## config.mk

```make
export PLATFORM = sky130hd
export DESIGN_NAME = issue_buffer_flat
export DESIGN_NICKNAME = d
export VERILOG_FILES = /design/src/rtl/issue_buffer_if.sv /design/src/rtl/issue_buffer.sv /design/src/flat_wrapper.sv
export SDC_FILE = /design/constraint.sdc
export NUM_CORES = 1
export LEC_CHECK = 0
export ABC_CLOCK_PERIOD_IN_PS = 5200
export BUFFER_PORTS_ARGS = -buffer_cell sky130_fd_sc_hd__buf_2
export CORE_AREA = 5 5 176 110
export DETAILED_ROUTE_END_ITERATION = 16
export DIE_AREA = 0 0 181 115
export HOLD_SLACK_MARGIN = 0.1
export PLACE_DENSITY_LB_ADDON = 0.3
export SLEW_MARGIN = 20
export SYNTH_ARGS = -nofsm -noshare
export SYNTH_HDL_FRONTEND = slang
export SYNTH_SLANG_ARGS = --single-unit
```

## constraint.sdc

```tcl
create_clock -name clk -period 5.2 [get_ports clk]
set_input_delay 1.04 -clock clk [delete_from_list [all_inputs] [get_ports clk]]
set_output_delay 1.04 -clock clk [all_outputs]
set_load 0.03 [all_outputs]
```

## src/rtl/issue_buffer_if.sv

```systemverilog
// Handshake and decoded-head bundle between fetch, the issue buffer and the stall unit.
// master = fetch/control side, slave = the buffer itself.
interface issue_buffer_if #(
    parameter int DEPTH = 4
);
    localparam int CW = $clog2(DEPTH) + 1;

    logic          in_valid;
    logic          in_ready;
    logic [31:0]   in_instr;
    logic [31:0]   in_pc;
    logic          flush;
    logic          stall;
    logic          issue_valid;
    logic [31:0]   issue_instr;
    logic [31:0]   issue_pc;
    logic [4:0]    reg_src_a;
    logic [4:0]    reg_src_b;
    logic [4:0]    reg_dest;
    logic [6:0]    opcode;
    logic [CW-1:0] count;

    modport master (
        output in_valid, in_instr, in_pc, flush, stall,
        input  in_ready, issue_valid, issue_instr, issue_pc,
               reg_src_a, reg_src_b, reg_dest, opcode, count
    );

    modport slave (
        input  in_valid, in_instr, in_pc, flush, stall,
        output in_ready, issue_valid, issue_instr, issue_pc,
               reg_src_a, reg_src_b, reg_dest, opcode, count
    );
endinterface

```

## src/rtl/issue_buffer.sv

```systemverilog
// Circular instruction issue buffer with combinational head decode for the stall unit.
// Optional same-cycle empty-buffer bypass enabled by defining ISSUE_BUFFER_BYPASS_EN.
module issue_buffer #(
    parameter int DEPTH = 4
) (
    input  logic           clk,
    input  logic           rst_n,
    issue_buffer_if.slave  bus
);
    localparam int              AW        = $clog2(DEPTH);
    localparam int              CW        = AW + 1;
    localparam logic [CW-1:0]   FULL_CNT  = CW'(DEPTH);
    localparam logic [6:0]      OP_STORE  = 7'b0100011;
    localparam logic [6:0]      OP_BRANCH = 7'b1100011;

    logic [63:0]   mem_q [DEPTH];
    logic [AW-1:0] wr_ptr_q, wr_ptr_d;
    logic [AW-1:0] rd_ptr_q, rd_ptr_d;
    logic [CW-1:0] count_q, count_d;

    logic          empty;
    logic          bypass;
    logic          push;
    logic          pop;
    logic [63:0]   head_entry;

    always_comb begin
        empty = (count_q == '0);
`ifdef ISSUE_BUFFER_BYPASS_EN
        bypass = empty && bus.in_valid && !bus.stall && !bus.flush;
`else
        bypass = 1'b0;
`endif
        bus.in_ready    = (count_q < FULL_CNT) && !bus.flush;
        // A bypassed instruction issues directly and never occupies an entry.
        push            = bus.in_valid && bus.in_ready && !bypass;
        pop             = !empty && !bus.stall && !bus.flush;
        bus.issue_valid = pop || bypass;
        bus.count       = count_q;
    end

    // Head presentation: zeros when nothing is available so the stall unit sees no hazard.
    always_comb begin
        head_entry = 64'd0;
        if (bypass) begin
            head_entry = {bus.in_pc, bus.in_instr};
        end else if (!empty) begin
            head_entry = mem_q[rd_ptr_q];
        end
        bus.issue_pc    = head_entry[63:32];
        bus.issue_instr = head_entry[31:0];
        bus.opcode      = head_entry[6:0];
        bus.reg_src_a   = head_entry[19:15];
        bus.reg_src_b   = head_entry[24:20];
        bus.reg_dest    = head_entry[11:7];
        if (head_entry[6:0] == OP_STORE || head_entry[6:0] == OP_BRANCH) begin
            bus.reg_dest = 5'd0;
        end
    end

    always_comb begin
        wr_ptr_d = wr_ptr_q;
        rd_ptr_d = rd_ptr_q;
        count_d  = count_q;
        if (bus.flush) begin
            wr_ptr_d = '0;
            rd_ptr_d = '0;
            count_d  = '0;
        end else begin
            if (push) begin
                wr_ptr_d = wr_ptr_q + AW'(1);
            end
            if (pop) begin
                rd_ptr_d = rd_ptr_q + AW'(1);
            end
            count_d = count_q + CW'(push) - CW'(pop);
        end
    end

    always_ff @(posedge clk or negedge rst_n) begin
        if (!rst_n) begin
            wr_ptr_q <= '0;
            rd_ptr_q <= '0;
            count_q  <= '0;
        end else begin
            wr_ptr_q <= wr_ptr_d;
            rd_ptr_q <= rd_ptr_d;
            count_q  <= count_d;
        end
    end

    // Entry storage is deliberately left unreset; validity is tracked by count alone.
    always_ff @(posedge clk) begin
        if (push) begin
            mem_q[wr_ptr_q] <= {bus.in_pc, bus.in_instr};
        end
    end
endmodule

```

## src/flat_wrapper.sv

```systemverilog
// flat-port wrapper written by rule: the top's interface ports become plain ports
module issue_buffer_flat 
#(
    parameter int DEPTH = 4
)
  (clk, rst_n, bus_in_valid, bus_in_instr, bus_in_pc, bus_flush, bus_stall, bus_in_ready, bus_issue_valid, bus_issue_instr, bus_issue_pc, bus_reg_src_a, bus_reg_src_b, bus_reg_dest, bus_opcode, bus_count);
  issue_buffer_if #(.DEPTH(DEPTH)) bus_i ();
  input  logic clk;
  input  logic rst_n;
  input wire logic [$bits(bus_i.in_valid)-1:0] bus_in_valid;
  input wire logic [$bits(bus_i.in_instr)-1:0] bus_in_instr;
  input wire logic [$bits(bus_i.in_pc)-1:0] bus_in_pc;
  input wire logic [$bits(bus_i.flush)-1:0] bus_flush;
  input wire logic [$bits(bus_i.stall)-1:0] bus_stall;
  output wire logic [$bits(bus_i.in_ready)-1:0] bus_in_ready;
  output wire logic [$bits(bus_i.issue_valid)-1:0] bus_issue_valid;
  output wire logic [$bits(bus_i.issue_instr)-1:0] bus_issue_instr;
  output wire logic [$bits(bus_i.issue_pc)-1:0] bus_issue_pc;
  output wire logic [$bits(bus_i.reg_src_a)-1:0] bus_reg_src_a;
  output wire logic [$bits(bus_i.reg_src_b)-1:0] bus_reg_src_b;
  output wire logic [$bits(bus_i.reg_dest)-1:0] bus_reg_dest;
  output wire logic [$bits(bus_i.opcode)-1:0] bus_opcode;
  output wire logic [$bits(bus_i.count)-1:0] bus_count;
  assign bus_i.in_valid = bus_in_valid;
  assign bus_i.in_instr = bus_in_instr;
  assign bus_i.in_pc = bus_in_pc;
  assign bus_i.flush = bus_flush;
  assign bus_i.stall = bus_stall;
  assign bus_in_ready = bus_i.in_ready;
  assign bus_issue_valid = bus_i.issue_valid;
  assign bus_issue_instr = bus_i.issue_instr;
  assign bus_issue_pc = bus_i.issue_pc;
  assign bus_reg_src_a = bus_i.reg_src_a;
  assign bus_reg_src_b = bus_i.reg_src_b;
  assign bus_reg_dest = bus_i.reg_dest;
  assign bus_opcode = bus_i.opcode;
  assign bus_count = bus_i.count;
  issue_buffer #(.DEPTH(DEPTH)) u_core (.clk(clk), .rst_n(rst_n), .bus(bus_i));
endmodule
```

### Word level (Yosys, flattened, before mapping)

Memories as Yosys holds them, arrays and structs flattened.
Index checks and enable logic that the tools add are counted.
W data, S select, Z words.

* bits in registers: 7
* bits in writable memories: 256
* word-level logic and storage cells: 31
* memories: 1

* add/subtract/negate cells: 4
* order comparisons: 1
* eq/ne operators: 2
* mux-type cells: 9
* reductions and logical operators: 11

Memories
* u_core.mem_q: depth 4, bits a word 64, read ports 1, clocked after memory_dff 0, write ports 1, line issue_buffer.sv:16 `logic [63:0] mem_q [DEPTH];`

Operators with widths (count)
* $mux W64: 1
* $mux W2: 4
* $eq A7 B6 Y1 const B: 1
* $eq A7 B7 Y1 const B: 1
* $mux W5: 1
* $add A2 B1 Y2 const B: 2
* $logic_and A1 B1 Y1: 4
* $reduce_bool A2 Y1: 2
* $add A3 B1 Y3: 1
* $logic_not A1 Y1: 3
* $logic_not A3 Y1: 1
* $lt A3 B3 Y1 const B: 1
* $mux W3: 1
* $sub A3 B1 Y3: 1
* $mux W1: 2
* $logic_or A1 B1 Y1: 1

### Longest topological paths before layout

* depth in word-level cells: 6
* gate-level depth with buffers: 10

### Least setup slack after synthesis

OpenSTA, ideal clock, no wires.

* path kind: input to register
* from: in bus_flush
* to: mem u_core.mem_q[0][0], enable pin
* arrival: 3.250 ns
* data required time: 4.771 ns
* path slack: 1.522 ns
* cell stages on the path: 3
* buffers on the path: 1
* path through: clkbuf_1 nor3b_1 and2_1

* longest elaborated chain between the ends: 5

Ends and longest elaborated chain
* from (decl): line flat_wrapper.sv:13 `input wire logic [$bits(bus_i.flush)-1:0] bus_flush;`
* $logic_not A1 Y1: line issue_buffer.sv:34 `bus.in_ready = (count_q < FULL_CNT) && !bus.flush;`
* $logic_and A1 B1 Y1: line issue_buffer.sv:34
* $logic_and A1 B1 Y1: line issue_buffer.sv:36 `push = bus.in_valid && bus.in_ready && !bypass;`
* $mux W1: line issue_buffer.sv:94 `if (push) begin`
* $mux W1 (implied by the code): line issue_buffer.sv:95 `mem_q[wr_ptr_q] <= {bus.in_pc, bus.in_instr};`
* to (decl): line issue_buffer.sv:16

Every way passes these cells.

### Final worst setup path

* from: reg u_core.rd_ptr_q[1]
* to: out bus_reg_dest[1]

* longest elaborated chain between the ends: 5
* elaborated cells on any way between the ends: 6

Ends and longest elaborated chain
* from (decl): line issue_buffer.sv:18 `logic [AW-1:0] rd_ptr_q, rd_ptr_d;`
* from (signal assigned): line issue_buffer.sv:87 `rd_ptr_q <= rd_ptr_d;`
* $mem_v2 Z4 W64 *
* $mux W64 *: line issue_buffer.sv:47 `end else if (!empty) begin`
* $eq A7 B6 Y1 / $eq A7 B7 Y1 (equally long branches): line issue_buffer.sv:56 `if (head_entry[6:0] == OP_STORE || head_entry[6:0] == OP_BRANCH) begin`
* $logic_or A1 B1 Y1: line issue_buffer.sv:56
* $mux W5 *: line issue_buffer.sv:56
* to (decl): line flat_wrapper.sv:21 `output wire logic [$bits(bus_i.reg_dest)-1:0] bus_reg_dest;`

Every way passes the cells marked *; elsewhere a longest branch is shown, timed or not.

==> key figures <==
Clocking
  – Clock Root Buffer: clkbuf_16
  – Post_cts resized: 0
  – Clk sinks: 263
  – TritonCTS clock tree: built
  – Clk_lat worst skew: 0.51 ns
  – CTS Buf Count: 23
  – H-tree depth: 1
  – Clk buf depth: 3
  – Hold Buf Count CTS: 0
  – Post-CTS Setup Inserts: 0
  – Worst-path clk slew: 0.06 ns

Critical path
  – Worst setup SP type: flop
  – Crit end category: output port
  – Crit path required time: 4.16 ns
  – Crit path kind: flop to output port
  – Maximum fanout along the worst path: 44
  – Arrival @ worst endpoint: 2.98 ns

Floorplan
  – Die Footprint: 0.0208 mm^2
  – Chip width: 181 um
  – Die Span Y: 115 um
  – Initial core utilization: 58.5%
  – Core box area: 0.0176 mm^2
  – Num ports: 160
  – Rows: 38

Synth
  – Synth Cell Area: 0.0103 mm^2
  – Mean Syn Cell Area: 21.6 um^2
  – Main area contributors after synthesis: edfxtp_1 75%, mux4_2 14%, and2_1 4.2%
  – Count of cell types in the netlist: 29
  – Synth Warn #: 0
  – Yosys top cell area share: 74.5%
  – Synth area leader: edfxtp_1
  – Synth Register Bits: 263
  – Synth Net Count: 553
  – Syn Inst Count: 477
  – Seq/Total Area, Yosys: 76.2%

Routing
  – Total detailed-routing wirelength: 19000 um
  – Wire length per cell: 21.6 um
  – DRT Pass-1 Iters: 5
  – Iteration-0 DRC Markers: 319
  – DRC Markers: 0
  – Via density: 5.57
  – Vias: 4912
  – Antenna Nets Post-Route: 0

Finish
  – Layout Nets: 700
  – Area growth from synthesis to layout: 16.3%
  – Share of cells above drive strength 1: 41.8%

Power
  – Net Sw Frac: 33.4%
  – Sw power: 2100 uW
  – P_int: 4190 uW
  – Sequential power share: 40.5%
  – P_leak: 0.00421 uW
  – Comb power frac: 31.1%
  – Clock network power share: 28.4%
  – VDD IR-drop max: 0.543 mV
  – Pwr dens: 524 mW/mm^2

Global route
  – First-pass GRT wire length: 29800 um
  – Largest net degree at the start of global routing: 66
  – GRT Total Usage: 18.5%
  – Vias in the first global route: 5285
  – Grt ovf: 0
  – Initial antenna violation count: 2

Placement
  – IO Port Bufs: 159
  – HPWL Detailed: 10900 um
  – Placer Congestion: 0.732

Flow run
  – Max_cap viols: 0

Timing
  – Final Skew: 0.0121 ns
  – Fmax: 0.249 GHz
  – Final Cycle Share: 77.3%
  – Final hold slack: 0.365 ns
  – RSZ-0062 raised after global routing: no
  – Rel. slew slack: 27.4%
  – Final Hold Viols: 0
  – Final min period: 4.02 ns
  – Final TNS setup: 0 ns
  – Final setup viols: 0
  – Worst-margin pin slew: 1.09 ns
  – Max-slew violation count: 0

Min path
  – HP Class: input port to asynchronous set/reset pin

Status
  – Status: complete, no violations
==> cells in the final DEF, fill, tap and decap left out, drive strengths merged, types with 4 or more instances in the layout <==
master / n
bufinv: 5
dfrtp: 7
ha: 6
inv: 7
buf: 162
clkbuf: 26
clkinv: 10
and2: 69
edfxtp: 256
mux4: 64
nor3: 4
a21boi: 5
nor2: 4
==> synth_stat cells <==
master / n
buf_4: 21
a21boi_1: 5
and4_4: 1
xnor2_1: 1
xor2_1: 1
or4_1: 1
nor2b_1: 2
or3_1: 2
buf_6: 2
buf_2: 3
buf_8: 2
clkbuf_1: 9
edfxtp_1: 256
nor3b_1: 1
nand2_1: 1
nor2_1: 4
a21oi_1: 2
mux4_2: 63
nor3_4: 1
inv_1: 6
buf_1: 3
nor3_1: 3
fa_1: 1
o31ai_1: 2
ha_1: 6
mux4_1: 1
and2_1: 69
o21ai_0: 1
dfrtp_1: 7
==> metal layers <==
metal  GRT usage [%]  vias up  routed length [um]  part of all wire, %
met1            26.0     2501                8040                   42
met4            3.85        4                 370                  1.9
li1                -     2186                   -                    -
met3            4.17       33                1320                  6.9
met2            30.8      188                9290                   49
met5               0        -                  19                 0.10
==> cells by family after synthesis <==
logic type	after synthesis	synth area share, %
buffers and inverters	46	2.84
AO/OA/AOI/OAI	10	0.655
XOR/XNOR	2	0.170
flip-flops	263	76.2
adder cells (fa/ha/maj)	7	0.922
AND/OR/NAND/NOR	85	5.17
multiplexers	64	14.0
==> stage by stage <==
stage	util, %	total power, uW	worst slack [ns]	instance area, um^2	instances
final	68.0	6290	1.18	12000	882
after global routing	68.0	6570	1.06	12000	881
after CTS	67.8	6340	0.898	12000	880
after detailed placement	63.3	4560	1.44	11200	838
after global placement	63.3	4520	1.44	11200	838
after floorplan	-	4090	1.52	10300	477
==> worst paths after layout <==
check / start / end / slack (ns) / cells after the start
max in group asynchronous: rst_n / u_core.rd_ptr_q[0] / 4.65 / 1
worst max register to register: u_core.bus.count[2] / u_core.mem_q[3][4] / 2.48 / 2
worst min-delay path: rst_n / u_core.bus.count[2] / 0.36 / 1
worst max-delay path: u_core.rd_ptr_q[1] / bus_reg_dest[1] / 1.18 / 5
worst min register to register: u_core.wr_ptr_q[0] / u_core.wr_ptr_q[0] / 0.65 / 2
min in group clk: u_core.wr_ptr_q[0] / u_core.wr_ptr_q[0] / 0.65 / 2
==> power by group through the flow <==
stage                     combinational, uW  clock [uW]  sequential (uW)
after detailed placement               1920           0             2640
final                                  1950        1790             2550
after CTS                              1930        1810             2590
after floorplan                        1540           0             2550
after global placement                 1890           0             2630
after global routing                   2090        1910             2570
==> worst max-delay path, stage by stage (launching register included) <==
cell and delay (ns):
dfrtp_2 1.09, buf_4 0.48, mux4_2 0.34, and2_1 0.20, a21boi_1 0.14, buf_2 0.20
==> sequential cells by signal, summed over array words and instances, names as in the netlist <==
name / cells
u_core.bus.count: 3
u_core.mem_q: 256
u_core.wr_ptr_q: 2
u_core.rd_ptr_q: 2
==> cell type report <==
class / instances / area, um^2
Antenna cell: 1 / 2.50
Inverter: 6 / 22.5
Sequential cell: 263 / 7870
Multi-Input combinational cell: 168 / 2170
Clock buffer: 26 / 587
Clock inverter: 16 / 203
Fill cell: 1173 / 5650
Timing Repair Buffer: 162 / 838
Tap cell: 240 / 300
Note: power is estimated with default switching activity, not from simulation.
